===== src/rtl/rv_lsu.sv =====
// rv_lsu - load/store unit for the rv32i/rv64 core family.
//
// Takes one memory operation from the execute stage, runs it over the
// mem_d_* data bus with a busy-aware handshake, and returns the load
// result sign- or zero-extended to XLEN. Accesses that cross a bus word
// are either split into two aligned beats or rejected with a fault.
//
// Parameters
//   XLEN           data/address width, 32 or 64 (W = XLEN/8 byte lanes)
//   MISALIGN_SPLIT 1 = split word-crossing accesses, 0 = fault when misaligned
//
// Ports
//   clk_i, rst_ni      clock, asynchronous active-low reset
//   req_*              request from execute (valid/ready handshake)
//   resp_*             one-cycle completion pulse with data, tag and fault
//                      (fault: 0 none, 1 misaligned, 2 illegal funct3)
//   mem_d_*            data bus: W-aligned address, lane-positioned write
//                      data and mask, one-cycle strobes, busy inputs
module rv_lsu #(
  parameter int XLEN           = 32,
  parameter bit MISALIGN_SPLIT = 1'b1
) (
  input  logic              clk_i,
  input  logic              rst_ni,
  input  logic              req_valid_i,
  output logic              req_ready_o,
  input  logic              req_load_i,
  input  logic [2:0]        req_funct3_i,
  input  logic [XLEN-1:0]   req_addr_i,
  input  logic [XLEN-1:0]   req_wdata_i,
  input  logic [4:0]        req_rd_i,
  output logic              resp_valid_o,
  output logic [XLEN-1:0]   resp_rdata_o,
  output logic [4:0]        resp_rd_o,
  output logic [1:0]        resp_fault_o,
  output logic [XLEN-1:0]   mem_d_addr_o,
  output logic [XLEN-1:0]   mem_d_wdata_o,
  output logic [XLEN/8-1:0] mem_d_wmask_o,
  output logic              mem_d_wstrb_o,
  output logic              mem_d_rstrb_o,
  input  logic [XLEN-1:0]   mem_d_rdata_i,
  input  logic              mem_d_rbusy_i,
  input  logic              mem_d_wbusy_i
);

  localparam int W    = XLEN / 8;
  localparam int OFFW = $clog2(W);

  typedef enum logic [2:0] {IDLE, ISSUE0, WAIT0, ISSUE1, WAIT1, RESP} state_e;
  typedef logic [2*XLEN-1:0] dword_t;
  typedef logic [2*W-1:0]    dmask_t;

  state_e            state_q, state_d;
  logic              load_q, load_d;
  logic [2:0]        funct3_q, funct3_d;
  logic [XLEN-1:0]   addr_q, addr_d;
  logic [XLEN-1:0]   wdata_q, wdata_d;
  logic [4:0]        rd_q, rd_d;
  logic [1:0]        fault_q, fault_d;
  logic              cross_q, cross_d;
  logic [XLEN-1:0]   rdata0_q, rdata0_d;
  logic [XLEN-1:0]   rdata1_q, rdata1_d;

  // Request decode, evaluated on the raw inputs while IDLE.
  logic [3:0] req_bytes;
  logic [2:0] req_lowmask;
  logic [4:0] req_end;
  logic       req_illegal, req_misal, req_cross;

  always_comb begin
    req_bytes   = 4'd1 << req_funct3_i[1:0];
    req_lowmask = 3'(req_bytes - 4'd1);
    req_illegal = (req_funct3_i == 3'd7) ||
                  ((XLEN == 32) && ((req_funct3_i == 3'd3) || (req_funct3_i == 3'd6)));
    req_misal   = |(req_addr_i[2:0] & req_lowmask);
    req_end     = 5'(req_addr_i[OFFW-1:0]) + 5'(req_bytes);
    req_cross   = req_end > 5'(W);
  end

  // Lane positioning for both beats is done with a double-width shift:
  // the low half is beat 0, the high half is what spills into beat 1.
  // Load assembly uses the same trick in reverse on {beat1, beat0}.
  logic [3:0]      bytes_c;
  logic [OFFW-1:0] off_c;
  logic [XLEN-1:0] base_addr;
  logic [7:0]      size_mask;
  dmask_t          mask_pos;
  dword_t          wdata_pos, rdata_pos;
  logic [XLEN-1:0] rdata_asm, keep_mask, sign_shift, rdata_ext;
  logic [6:0]      sign_idx;
  logic            sign_bit;

  always_comb begin
    bytes_c    = 4'd1 << funct3_q[1:0];
    off_c      = addr_q[OFFW-1:0];
    base_addr  = addr_q & ~XLEN'(W - 1);
    size_mask  = 8'((9'd1 << bytes_c) - 9'd1);
    mask_pos   = dmask_t'(size_mask) << off_c;
    wdata_pos  = dword_t'(wdata_q) << {off_c, 3'b000};
    rdata_pos  = {rdata1_q, rdata0_q} >> {off_c, 3'b000};
    rdata_asm  = rdata_pos[XLEN-1:0];
    // A shift of XLEN or more yields zero, so a full-width access keeps all bits.
    keep_mask  = ~({XLEN{1'b1}} << {bytes_c, 3'b000});
    sign_idx   = {bytes_c, 3'b000} - 7'd1;
    sign_shift = rdata_asm >> sign_idx;
    sign_bit   = ~funct3_q[2] & sign_shift[0];
    rdata_ext  = (rdata_asm & keep_mask) | ({XLEN{sign_bit}} & ~keep_mask);
  end

  // Busy line that matters for the operation in flight.
  logic busy;
  assign busy = load_q ? mem_d_rbusy_i : mem_d_wbusy_i;

  // State and request registers; reset abandons any access in flight.
  always_ff @(posedge clk_i or negedge rst_ni) begin
    if (!rst_ni) begin
      state_q  <= IDLE;
      load_q   <= 1'b0;
      funct3_q <= 3'd0;
      addr_q   <= '0;
      wdata_q  <= '0;
      rd_q     <= 5'd0;
      fault_q  <= 2'd0;
      cross_q  <= 1'b0;
      rdata0_q <= '0;
      rdata1_q <= '0;
    end else begin
      state_q  <= state_d;
      load_q   <= load_d;
      funct3_q <= funct3_d;
      addr_q   <= addr_d;
      wdata_q  <= wdata_d;
      rd_q     <= rd_d;
      fault_q  <= fault_d;
      cross_q  <= cross_d;
      rdata0_q <= rdata0_d;
      rdata1_q <= rdata1_d;
    end
  end

  // Next-state logic. Faults bypass the bus and go straight to RESP.
  // With splitting disabled any misalignment faults, so a beat-1 pass
  // only ever happens in split mode.
  always_comb begin
    state_d  = state_q;
    load_d   = load_q;
    funct3_d = funct3_q;
    addr_d   = addr_q;
    wdata_d  = wdata_q;
    rd_d     = rd_q;
    fault_d  = fault_q;
    cross_d  = cross_q;
    rdata0_d = rdata0_q;
    rdata1_d = rdata1_q;
    case (state_q)
      IDLE: begin
        if (req_valid_i) begin
          load_d   = req_load_i;
          funct3_d = req_funct3_i;
          addr_d   = req_addr_i;
          wdata_d  = req_wdata_i;
          rd_d     = req_rd_i;
          rdata0_d = '0;
          rdata1_d = '0;
          cross_d  = req_cross && MISALIGN_SPLIT;
          if (req_illegal) begin
            fault_d = 2'd2;
            state_d = RESP;
          end else if (req_misal && !MISALIGN_SPLIT) begin
            fault_d = 2'd1;
            state_d = RESP;
          end else begin
            fault_d = 2'd0;
            state_d = ISSUE0;
          end
        end
      end
      ISSUE0: state_d = WAIT0;
      WAIT0: begin
        if (!busy) begin
          rdata0_d = mem_d_rdata_i;
          state_d  = cross_q ? ISSUE1 : RESP;
        end
      end
      ISSUE1: state_d = WAIT1;
      WAIT1: begin
        if (!busy) begin
          rdata1_d = mem_d_rdata_i;
          state_d  = RESP;
        end
      end
      RESP:    state_d = IDLE;
      default: state_d = IDLE;
    endcase
  end

  // Bus outputs are decoded from state so they drop at once on reset and
  // stay stable from ISSUE through the end of the matching WAIT.
  always_comb begin
    mem_d_addr_o  = '0;
    mem_d_wdata_o = '0;
    mem_d_wmask_o = '0;
    mem_d_wstrb_o = 1'b0;
    mem_d_rstrb_o = 1'b0;
    case (state_q)
      ISSUE0, WAIT0: begin
        mem_d_addr_o = base_addr;
        if (!load_q) begin
          mem_d_wdata_o = wdata_pos[XLEN-1:0];
          mem_d_wmask_o = mask_pos[W-1:0];
        end
      end
      ISSUE1, WAIT1: begin
        mem_d_addr_o = base_addr + XLEN'(W);
        if (!load_q) begin
          mem_d_wdata_o = wdata_pos[2*XLEN-1:XLEN];
          mem_d_wmask_o = mask_pos[2*W-1:W];
        end
      end
      default: ;
    endcase
    if ((state_q == ISSUE0) || (state_q == ISSUE1)) begin
      mem_d_rstrb_o = load_q;
      mem_d_wstrb_o = ~load_q;
    end
  end

  // Response outputs are zero outside RESP; data only for fault-free loads.
  always_comb begin
    req_ready_o  = (state_q == IDLE);
    resp_valid_o = (state_q == RESP);
    resp_rd_o    = (state_q == RESP) ? rd_q : 5'd0;
    resp_fault_o = (state_q == RESP) ? fault_q : 2'd0;
    resp_rdata_o = ((state_q == RESP) && load_q && (fault_q == 2'd0)) ? rdata_ext : '0;
  end

endmodule


===== config.mk =====
export PLATFORM = sky130hd
export DESIGN_NAME = rv_lsu
export DESIGN_NICKNAME = d
export VERILOG_FILES = /design/src/rtl/rv_lsu.sv
export SDC_FILE = /design/constraint.sdc
export NUM_CORES = 1
export LEC_CHECK = 0
export BUFFER_PORTS_ARGS = -buffer_cell sky130_fd_sc_hd__buf_4
export CORE_ASPECT_RATIO = 1.1
export CORE_MARGIN = 2
export CORE_UTILIZATION = 36
export DETAILED_ROUTE_END_ITERATION = 7
export HOLD_SLACK_MARGIN = 0.1
export SLEW_MARGIN = 20
export SYNTH_ARGS = -nofsm -noshare
export SYNTH_HDL_FRONTEND = slang
export SYNTH_SLANG_ARGS = --single-unit

===== constraint.sdc =====
create_clock -name clk_i -period 2.22 [get_ports clk_i]
set_input_delay 0 -clock clk_i [delete_from_list [all_inputs] [get_ports clk_i]]
set_output_delay 0 -clock clk_i [all_outputs]
set_load 0.05 [all_outputs]

==> results of run 1 <==
## sequential cells by signal (all words and copies together) (netlist names)
name / count
state_q: 3
rd_q: 5
cross_q: 1
rdata1_q: 24
wdata_q: 32
rdata0_q: 32
funct3_q: 3
load_q: 1
fault_q: 1
addr_q: 32
## power groups by stage
stage / Clock, uW / Combinational [uW] / Sequential [uW]
final: 2970 / 14800 / 4920
after global routing: 3110 / 15700 / 5080
after CTS: 3020 / 13100 / 4810
after detailed placement: 0 / 11300 / 4770
after global placement: 0 / 11200 / 4740
after floorplan: 0 / 8160 / 4390
## critical path, stage by stage, from the launching register on
cell	delay, ns
dfrtp_1	0.41
nand4_1	0.21
or4_4	0.62
o311a_1	0.31
a221o_1	0.29
buf_6	0.16
## layer usage
metal | part of all wire, % | GRT usage (%) | wire length [um] | vias up
met4 | 2.7 | 9.31 | 956 | 0
met1 | 42 | 34.5 | 14600 | 4756
met3 | 6.8 | 4.16 | 2390 | 76
li1 | - | - | - | 4573
met5 | 0 | 0 | 0 | -
met2 | 49 | 42.0 | 17000 | 476
## cell families after synthesis
| logic type | after synthesis | synth area share [%] |
|---|---|---|
| XOR/XNOR | 4 | 0.403 |
| multiplexers | 88 | 11.3 |
| AO/OA/AOI/OAI | 215 | 16.1 |
| other | 1 | 0.0431 |
| buffers and inverters | 132 | 6.68 |
| adder cells (fa/ha/maj) | 5 | 0.806 |
| AND/OR/NAND/NOR | 519 | 26.2 |
| flip-flops | 134 | 38.6 |
## final timing paths
check | start | cells after the start | endpoint | slack [ns]
min in group clk_i | mem_d_rbusy_i | 4 | state_q[2] | 0.24
max in group asynchronous | rst_ni | 3 | addr_q[16] | 1.21
worst max-delay path | addr_q[12] | 5 | mem_d_addr_o[22] | -0.20
worst min-delay path | rst_ni | 2 | load_q | 0.22
worst min register to register | rd_q[1] | 2 | rd_q[1] | 0.47
worst max register to register | load_q | 6 | rdata0_q[14] | 0.19
## layout by cell type (no fill, tap or decap), types with 6 or more instances in the layout
master	instances
clkbuf_16	22
mux2i_1	70
buf_8	12
a211oi_4	6
nand3_1	35
nor2b_1	10
o21ai_0	34
nor3_1	9
buf_6	103
dfrtp_2	11
inv_1	49
o2bb2ai_4	7
o211ai_1	16
mux4_2	7
and3_1	6
nor2_1	37
mux2_2	8
nand2_2	6
o22ai_1	16
buf_4	208
nand3_2	8
o21ai_2	11
dlygate4sd3_1	109
and2_1	12
buf_12	11
nand2_1	333
o22ai_2	6
nand4_1	12
a21oi_1	28
a21oi_2	19
dfrtp_1	122
a31oi_2	11
## layout make-up
class,instances,share of cell area (%)
repair buffers,454,30.3
well taps,305,2.57
inverters,49,1.24
multi-input cells,834,39.1
flip-flops and latches,134,22.7
clock buffers,18,2.96
clock inverters,14,1.11
## through the flow
stage | instance area [um^2] | hold slack [ns]
global placement | 11100 | 0.0749
finish | 14900 | 0.221
detailed placement | 11100 | 0.0772
global route | 14900 | 0.266
CTS | 13900 | 0.195
floorplan | 8900 | -0.296
## repair_timing
action | CTS | global route
gates resized for setup | 164 | 145
hold buffers | 109 | 0
endpoints found under the hold margin | 239 | 0
cloned | 7 | 6
setup endpoints to repair | 88 | 88
buffers inserted | 32 | 22
pin swaps | 22 | 42
==> impl_metrics.json, run 1 <==
{
  "cts_tree": "done",
  "port_buffers": 217,
  "synth_area_um2": 8690,
  "seq_power_share_pct": 21.7,
  "setup_viol": 80,
  "grt_pass1_wl_mm": 52.3,
  "pwr-share-comb_pct": 65.2,
  "maxSlewHeadroom_pct": 51.4,
  "clock_sinks": 134,
  "register_area_um2": 3370,
  "required_ns": 2.22,
  "drive_gt1_share_pct": 36.9,
  "drv_cap": 0,
  "cts_made_buffers": 17,
  "synth_warnings": 0,
  "status": "finished with violations",
  "dp_hpwl_mm": 21.1,
  "clock_skew_ns": 0.00508,
  "grt_overflow": 0,
  "synth_edf_count": 0,
  "yosysTopAreaCellShare_pct": 38.6,
  "fin_crit_ns": 2.42,
  "synth_cells": 1098,
  "post-route-util_pct": 62.7,
  "dp.cells": 1602,
  "yosys-top-cells-area": "dfrtp_1 39%, nand2_1 15%, mux2i_1 8.4%",
  "multi_input_area_um2": 5810,
  "power_per_cell_area_nw_per_um2": 1530,
  "die_w_um": 152,
  "vias": 9881,
  "violations": "negative setup slack",
  "post-synth-top-area-cell": "dfrtp_1",
  "num_rows": 59,
  "fin_crit_sh_pct": 109,
  "final-hold-violation-count": 0,
  "drc": 0,
  "path_class": "reg -> out",
  "place_ws_ns": 0.0900,
  "diodes": 0,
  "nNetsFinal": 1605,
  "ioPinCount": 221,
  "fillers": 1940,
  "grt_max_degree": 71,
  "drt_first_pass_iters": 8,
  "clkLatencyLatePin_ns": 0.42,
  "cts_root_buf": "clkbuf_16",
  "dieArea_um2": 25400,
  "path_clk_slew_ns": 0.06,
  "post_drt_wl_per_cell_um": 19.3,
  "gp_congestion": 0.885,
  "areaGrowthSynthToFinish_pct": 70.9,
  "end_kind": "output port",
  "grt_pass1_vias": 9681,
  "p_int_uw": 11400,
  "synth_flop_cell": "dfrtp_1",
  "htreeDepth": 4,
  "ys_ff_latch": 134,
  "yosys-top-cells-count": "341 x nand2_1, 134 x dfrtp_1, 73 x mux2i_1",
  "clock.fmax_mhz": 413,
  "synth_seq_area_share_pct": 38.6,
  "async_flop_share_pct": 100,
  "hold_path.class": "in -> async",
  "p_leak_uw": 0.00685,
  "dieHeight_um": 167,
  "p_clk_share_pct": 13.1,
  "synth_cell_types": 74,
  "vias_per_cell": 5.47,
  "power_uw": 22700,
  "crit_arrival_ns": 2.42,
  "ant_nets": 0,
  "p_switching_uw": 11300,
  "netSwitchingFraction_pct": 49.7,
  "initialDrtViolationCount": 690,
  "peakVddDrop_mv": 0.758,
  "rsz0062_at_grt": "true",
  "wirelength_mm": 35.0,
  "startpoint_type": "flip-flop",
  "avgSynthCellArea_um2": 7.92,
  "antenna_found_initial": 0,
  "fin_ws_ns": -0.203,
  "clock_path_buffers": 2,
  "tightest_slew_ns": 0.728,
  "layoutNonFillerInstCount": 1808,
  "core-area_um2": 23700,
  "synth.most_common_cell": "nand2_1",
  "grt.total_usage_pct": 25.7,
  "slew_viol_final": 0,
  "critPathMaxFanout": 4,
  "setup_tns_ns": -6.86,
  "initial_core_util_pct": 36.7
}
No activity file was read; power rests on OpenSTA's default activity.
==> run 2: changes to the inputs <==
- RECOVER_POWER: not set -> 25
==> run 2 against run 1 <==
Effect of this change: critical path type unchanged; count of clock-buffer cells in the layout is the same; the flow finishes with violations (design-rule violations, max-capacitance violations, max-slew violations, negative setup slack); total power about the same; final area barely moved; global-route usage is the same; sequential power about the same.
==> impl_metrics.json, run 2 (same netlist as run 1, synthesis figures left out) <==
{
  "status": "finished with violations",
  "violations": "design-rule violations, max-capacitance violations, max-slew violations, negative setup slack",
  "crit_arrival_ns": 2.42,
  "clock_sinks": 134,
  "nNetsFinal": 1605,
  "htreeDepth": 4,
  "wirelength_mm": 35.0,
  "grt_overflow": 0,
  "netSwitchingFraction_pct": 49.7,
  "initialDrtViolationCount": 689,
  "grt.total_usage_pct": 25.7,
  "diodes": 0,
  "register_area_um2": 3370,
  "grt_pass1_vias": 9681,
  "end_kind": "output port",
  "ioPinCount": 221,
  "crit_chain": "nand4_1 -> or4_4 -> o311a_1 -> a221o_1 -> buf_6",
  "p_int_uw": 11400,
  "p_switching_uw": 11300,
  "fin_crit_ns": 2.42,
  "clock_path_buffers": 2,
  "port_buffers": 217,
  "drive_gt1_share_pct": 36.9,
  "antenna_found_initial": 0,
  "clock_skew_ns": 0.00519,
  "gp_congestion": 0.885,
  "dp_hpwl_mm": 21.1,
  "dieArea_um2": 25400,
  "drt_first_pass_iters": 8,
  "path_class": "reg -> out",
  "core-area_um2": 23700,
  "dieHeight_um": 167,
  "post_drt_wl_per_cell_um": 19.3,
  "setup_tns_ns": -6.77,
  "met3_usage_pct": 4.16,
  "critPathMaxFanout": 4,
  "power_per_cell_area_nw_per_um2": 1530,
  "num_rows": 59,
  "p_clk_share_pct": 13.1,
  "met1_usage_pct": 34.5,
  "worst_path_largest_cell_delay_ns": 0.61,
  "slowest_stage": "or4_4",
  "seq_power_share_pct": 21.7,
  "path_clk_slew_ns": 0.06,
  "grt_pass1_wl_mm": 52.3,
  "reg.largest.list": "addr_q x32, rdata0_q x32, wdata_q x32",
  "multi_input_area_um2": 5810,
  "drv_cap": 1,
  "vias_per_cell": 5.49,
  "vias": 9920,
  "maxSlewHeadroom_pct": -17.1,
  "use_met2_pct": 42.0,
  "p_leak_uw": 0.00685,
  "required_ns": 2.22,
  "final-hold-violation-count": 0,
  "startpoint_type": "flip-flop",
  "clkLatencyLatePin_ns": 0.42,
  "setup_viol": 80,
  "cts_root_buf": "clkbuf_16",
  "ant_nets": 0,
  "clock.fmax_mhz": 413,
  "fin_crit_sh_pct": 109,
  "slew_viol_final": 70,
  "die_w_um": 152,
  "peakVddDrop_mv": 0.759,
  "fillers": 1943,
  "cts_tree": "done",
  "fin_ws_ns": -0.204,
  "initial_core_util_pct": 36.7,
  "cts_made_buffers": 17,
  "grt_busiest_layer": "met2",
  "rsz0062_at_grt": "true",
  "tightest_slew_ns": 1.76,
  "layoutNonFillerInstCount": 1808,
  "grt_max_degree": 71,
  "areaGrowthSynthToFinish_pct": 70.8,
  "final_cell_mix": "333 x nand2_1, 207 x buf_4, 122 x dfrtp_1",
  "drc": 1,
  "dp.cells": 1602,
  "layout_commonest_cell": "nand2_1",
  "hold_path.class": "in -> reg",
  "pwr-share-comb_pct": 65.2
}
## run 2: changes by cell type in the layout (fill, tap and decap cells not counted)
cell,previous run,this run
buf_6,103,102
buf_4,208,207
clkbuf_2,0,1
buf_2,0,1
## run 2: what timing repair did
action	in CTS	in global routing
setup buffers	32	22
setup endpoints to repair	88	88
hold buffers	109	0
hold endpoints to repair	239	0
gates resized for setup	164	145
pin swaps	22	42
cloned	7	6
## run 2: routing by layer
metal / part of all wire [%] / vias up
li1: - / 4576
met1: 42 / 4767
met2: 49 / 491
met3: 6.8 / 86
met4: 2.8 / 0
met5: 0 / -
## run 2: final cells by class
| class | count | area share, % |
|---|---|---|
| Multi-Input combinational cell | 834 | 39.1 |
| Timing Repair Buffer | 454 | 30.3 |
| Sequential cell | 134 | 22.7 |
| Clock buffer | 18 | 2.96 |
| Tap cell | 305 | 2.57 |
| Inverter | 49 | 1.24 |
| Clock inverter | 14 | 1.11 |
## run 2: worst paths after layout
| kind | slack, ns | start | cells past startpoint | to |
|---|---|---|---|---|
| max | -0.20 | addr_q[12] | 5 | mem_d_addr_o[22] |
| min | 0.24 | mem_d_rbusy_i | 4 | state_q[2] |
| max reg2reg | 0.19 | load_q | 6 | rdata0_q[14] |
| min reg2reg | 0.47 | rd_q[1] | 2 | rd_q[1] |
| max in group asynchronous | 0.32 | rst_ni | 2 | addr_q[1] |
| min in group asynchronous | 0.65 | rst_ni | 2 | load_q |
## run 2: power by group through the flow
stage	clock network, uW	registers (uW)	logic [uW]
after floorplan	0	4390	8160
after global placement	0	4740	11200
after detailed placement	0	4770	11300
after CTS	3020	4810	13100
after global routing	3110	5080	15700
final	2970	4920	14800
## run 2: worst max-delay path, delay by kind of cell (launching register included)
kind                   cells  cell delay [ns]
DFF                        1             0.41
AOI/OAI and AO/OA          2             0.60
and+or+nand+nor            2             0.82
buffers and inverters      1             0.16
## run 2: per-stage QoR
| stage | cell area, um^2 | util (%) | hold WS [ns] | total power, uW | worst slack [ns] |
|---|---|---|---|---|---|
| detailed placement | 11100 | 46.8 | 0.0772 | 16100 | 0.0900 |
| floorplan | 8900 | - | -0.296 | 12500 | -0.389 |
| global route | 14800 | 62.7 | 0.266 | 23800 | -0.276 |
| finish | 14800 | 62.7 | 0.242 | 22700 | -0.204 |
| global placement | 11100 | 46.8 | 0.0749 | 15900 | 0.147 |
| CTS | 13900 | 58.7 | 0.195 | 21000 | -0.136 |
==> run 3: changes to the inputs <==
- BUFFER_PORTS_ARGS: -buffer_cell sky130_fd_sc_hd__buf_4 -> -buffer_cell sky130_fd_sc_hd__buf_2
- TNS_END_PERCENT: not set -> 30
==> run 3 against run 2 <==
Effect of this change: critical path depth up 2; non-clock buffer count is 27 lower; the flow finishes with violations (max-capacitance violations, max-slew violations, negative setup slack); clock skew up 0.011 ns; critical path type unchanged; maximum frequency rose by 2.8%; die area stayed put; hold slack got worse by 0.11 ns; count of clock-buffer cells in the layout decreased by 1; clock power shrank 10%; highest routed layer unchanged; sequential cell count unchanged.
==> impl_metrics.json, run 3 (same netlist as run 1, synthesis figures left out) <==
{
  "status": "finished with violations",
  "violations": "max-capacitance violations, max-slew violations, negative setup slack",
  "dieHeight_um": 167,
  "power_per_cell_area_nw_per_um2": 1510,
  "ant_nets": 0,
  "setup_tns_ns": -3.12,
  "clkLatencyLatePin_ns": 0.43,
  "grt_max_degree": 72,
  "clock_skew_ns": 0.0161,
  "die_w_um": 152,
  "layout_commonest_cell": "nand2_1",
  "reg.largest.list": "addr_q x32, rdata0_q x32, wdata_q x32",
  "drive_gt1_share_pct": 33.3,
  "design_area_um2": 13700,
  "place_ws_ns": 0.101,
  "register_area_um2": 3370,
  "clock_sinks": 134,
  "ioPinCount": 221,
  "rsz0062_at_grt": "true",
  "slew_viol_final": 71,
  "fin_hold_ws_ns": 0.127,
  "port_buffers": 217,
  "post_drt_wl_per_cell_um": 18.4,
  "required_ns": 2.22,
  "reg2reg_slack_ns": 0.37,
  "cts_root_buf": "clkbuf_16",
  "htreeDepth": 4,
  "clock.fmax_mhz": 424,
  "grt.total_usage_pct": 24.4,
  "fin_ws_ns": -0.137,
  "path_clk_slew_ns": 0.06,
  "grt_pass1_wl_mm": 50.2,
  "path_class": "reg -> out",
  "crit_arrival_ns": 2.36,
  "end_kind": "output port",
  "vias": 9686,
  "fin_crit_ns": 2.36,
  "vias_per_cell": 5.44,
  "drv_cap": 1,
  "grt_pass1_vias": 9242,
  "tightest_slew_ns": 1.77,
  "setup_viol": 51,
  "multi_input_area_um2": 5510,
  "dieArea_um2": 25400,
  "peakVddDrop_mv": 0.716,
  "placed_area_um2": 10400,
  "wirelength_mm": 32.8,
  "maxSlewHeadroom_pct": -18.3,
  "clock_path_buffers": 2,
  "areaGrowthSynthToFinish_pct": 57.4,
  "drc": 0,
  "initialDrtViolationCount": 800,
  "diodes": 0,
  "gp_congestion": 0.874,
  "fin_crit_sh_pct": 106,
  "power_uw": 20700,
  "drt_first_pass_iters": 5,
  "nNetsFinal": 1578,
  "critPathMaxFanout": 5,
  "num_rows": 59,
  "final-hold-violation-count": 0,
  "antenna_found_initial": 0,
  "core-area_um2": 23700,
  "startpoint_type": "flip-flop",
  "grt_overflow": 0,
  "cts_made_buffers": 17,
  "p_leak_uw": 0.00645,
  "cts_tree": "done",
  "fillers": 2053,
  "initial_core_util_pct": 36.7,
  "final_cell_mix": "334 x nand2_1, 127 x buf_2, 125 x dfrtp_1",
  "dp_hpwl_mm": 21.0,
  "hold_path.class": "in -> reg"
}
run 3: cell count changes in the layout (fill, tap and decap cells not counted), moves of 8 or more:
cell,delta
a21oi_2,-10
a21oi_4,+10
a31oi_1,+9
a31oi_2,-9
buf_2,+126
buf_4,-114
buf_6,-29
o21ai_0,-8
o21ai_1,+15
run 3: critical path: stages, from the launching register on:
cell and delay, ns:
dfrtp_1 0.40, ha_4 0.17, nand4_1 0.15, buf_4 0.18
or4_4 0.50, nor3b_2 0.18, o22a_1 0.20, buf_6 0.17
run 3: cell type report:
class                   instances  area share (%)
well taps                     305            2.79
clock buffers                  17            3.11
repair buffers                427            27.0
multi-input cells             834            40.3
clock inverters                15           0.878
flip-flops and latches        134            24.6
inverters                      49            1.34
run 3: timing repair:
action,in CTS,in global routing
pin swaps,15,16
cloned,2,4
buffers inserted,13,19
hold buffers,107,0
gates resized for setup,198,161
setup endpoints to repair,89,93
endpoints found under the hold margin,199,0
run 3: stage by stage:
| stage | utilization, % | cells |
|---|---|---|
| after floorplan | - | 1100 |
| after global placement | 44.0 | 1604 |
| after detailed placement | 44.0 | 1604 |
| after CTS | 54.0 | 1758 |
| after global routing | 57.7 | 1781 |
| final | 57.7 | 1781 |
run 3: final timing paths:
path | startpoint | end | cells after the start
min in group asynchronous | rst_ni | addr_q[21] | 2
worst min-delay path | mem_d_wbusy_i | state_q[0] | 5
worst min register to register | rd_q[1] | rd_q[1] | 2
worst max register to register | load_q | rdata0_q[13] | 6
max in group asynchronous | rst_ni | addr_q[1] | 2
worst max-delay path | addr_q[2] | mem_d_addr_o[28] | 7
run 3: where the power goes:
part	leakage (uW)	switching [uW]	internal, uW
combinational	0.00448	8030	5010
sequential	0.00172	1320	3630
clock	0.000250	1220	1450
total	0.00645	10600	10100
run 3: per-layer routing:
| metal | part of all wire, % | vias up | wire length [um] | GRT usage, % |
|---|---|---|---|---|
| met1 | 43 | 4635 | 14200 | 34.0 |
| met4 | 2.6 | 0 | 855 | 9.18 |
| met3 | 7.0 | 63 | 2280 | 3.98 |
| met2 | 47 | 468 | 15500 | 38.3 |
| li1 | - | 4520 | - | - |
| met5 | 0 | - | 0 | 0 |
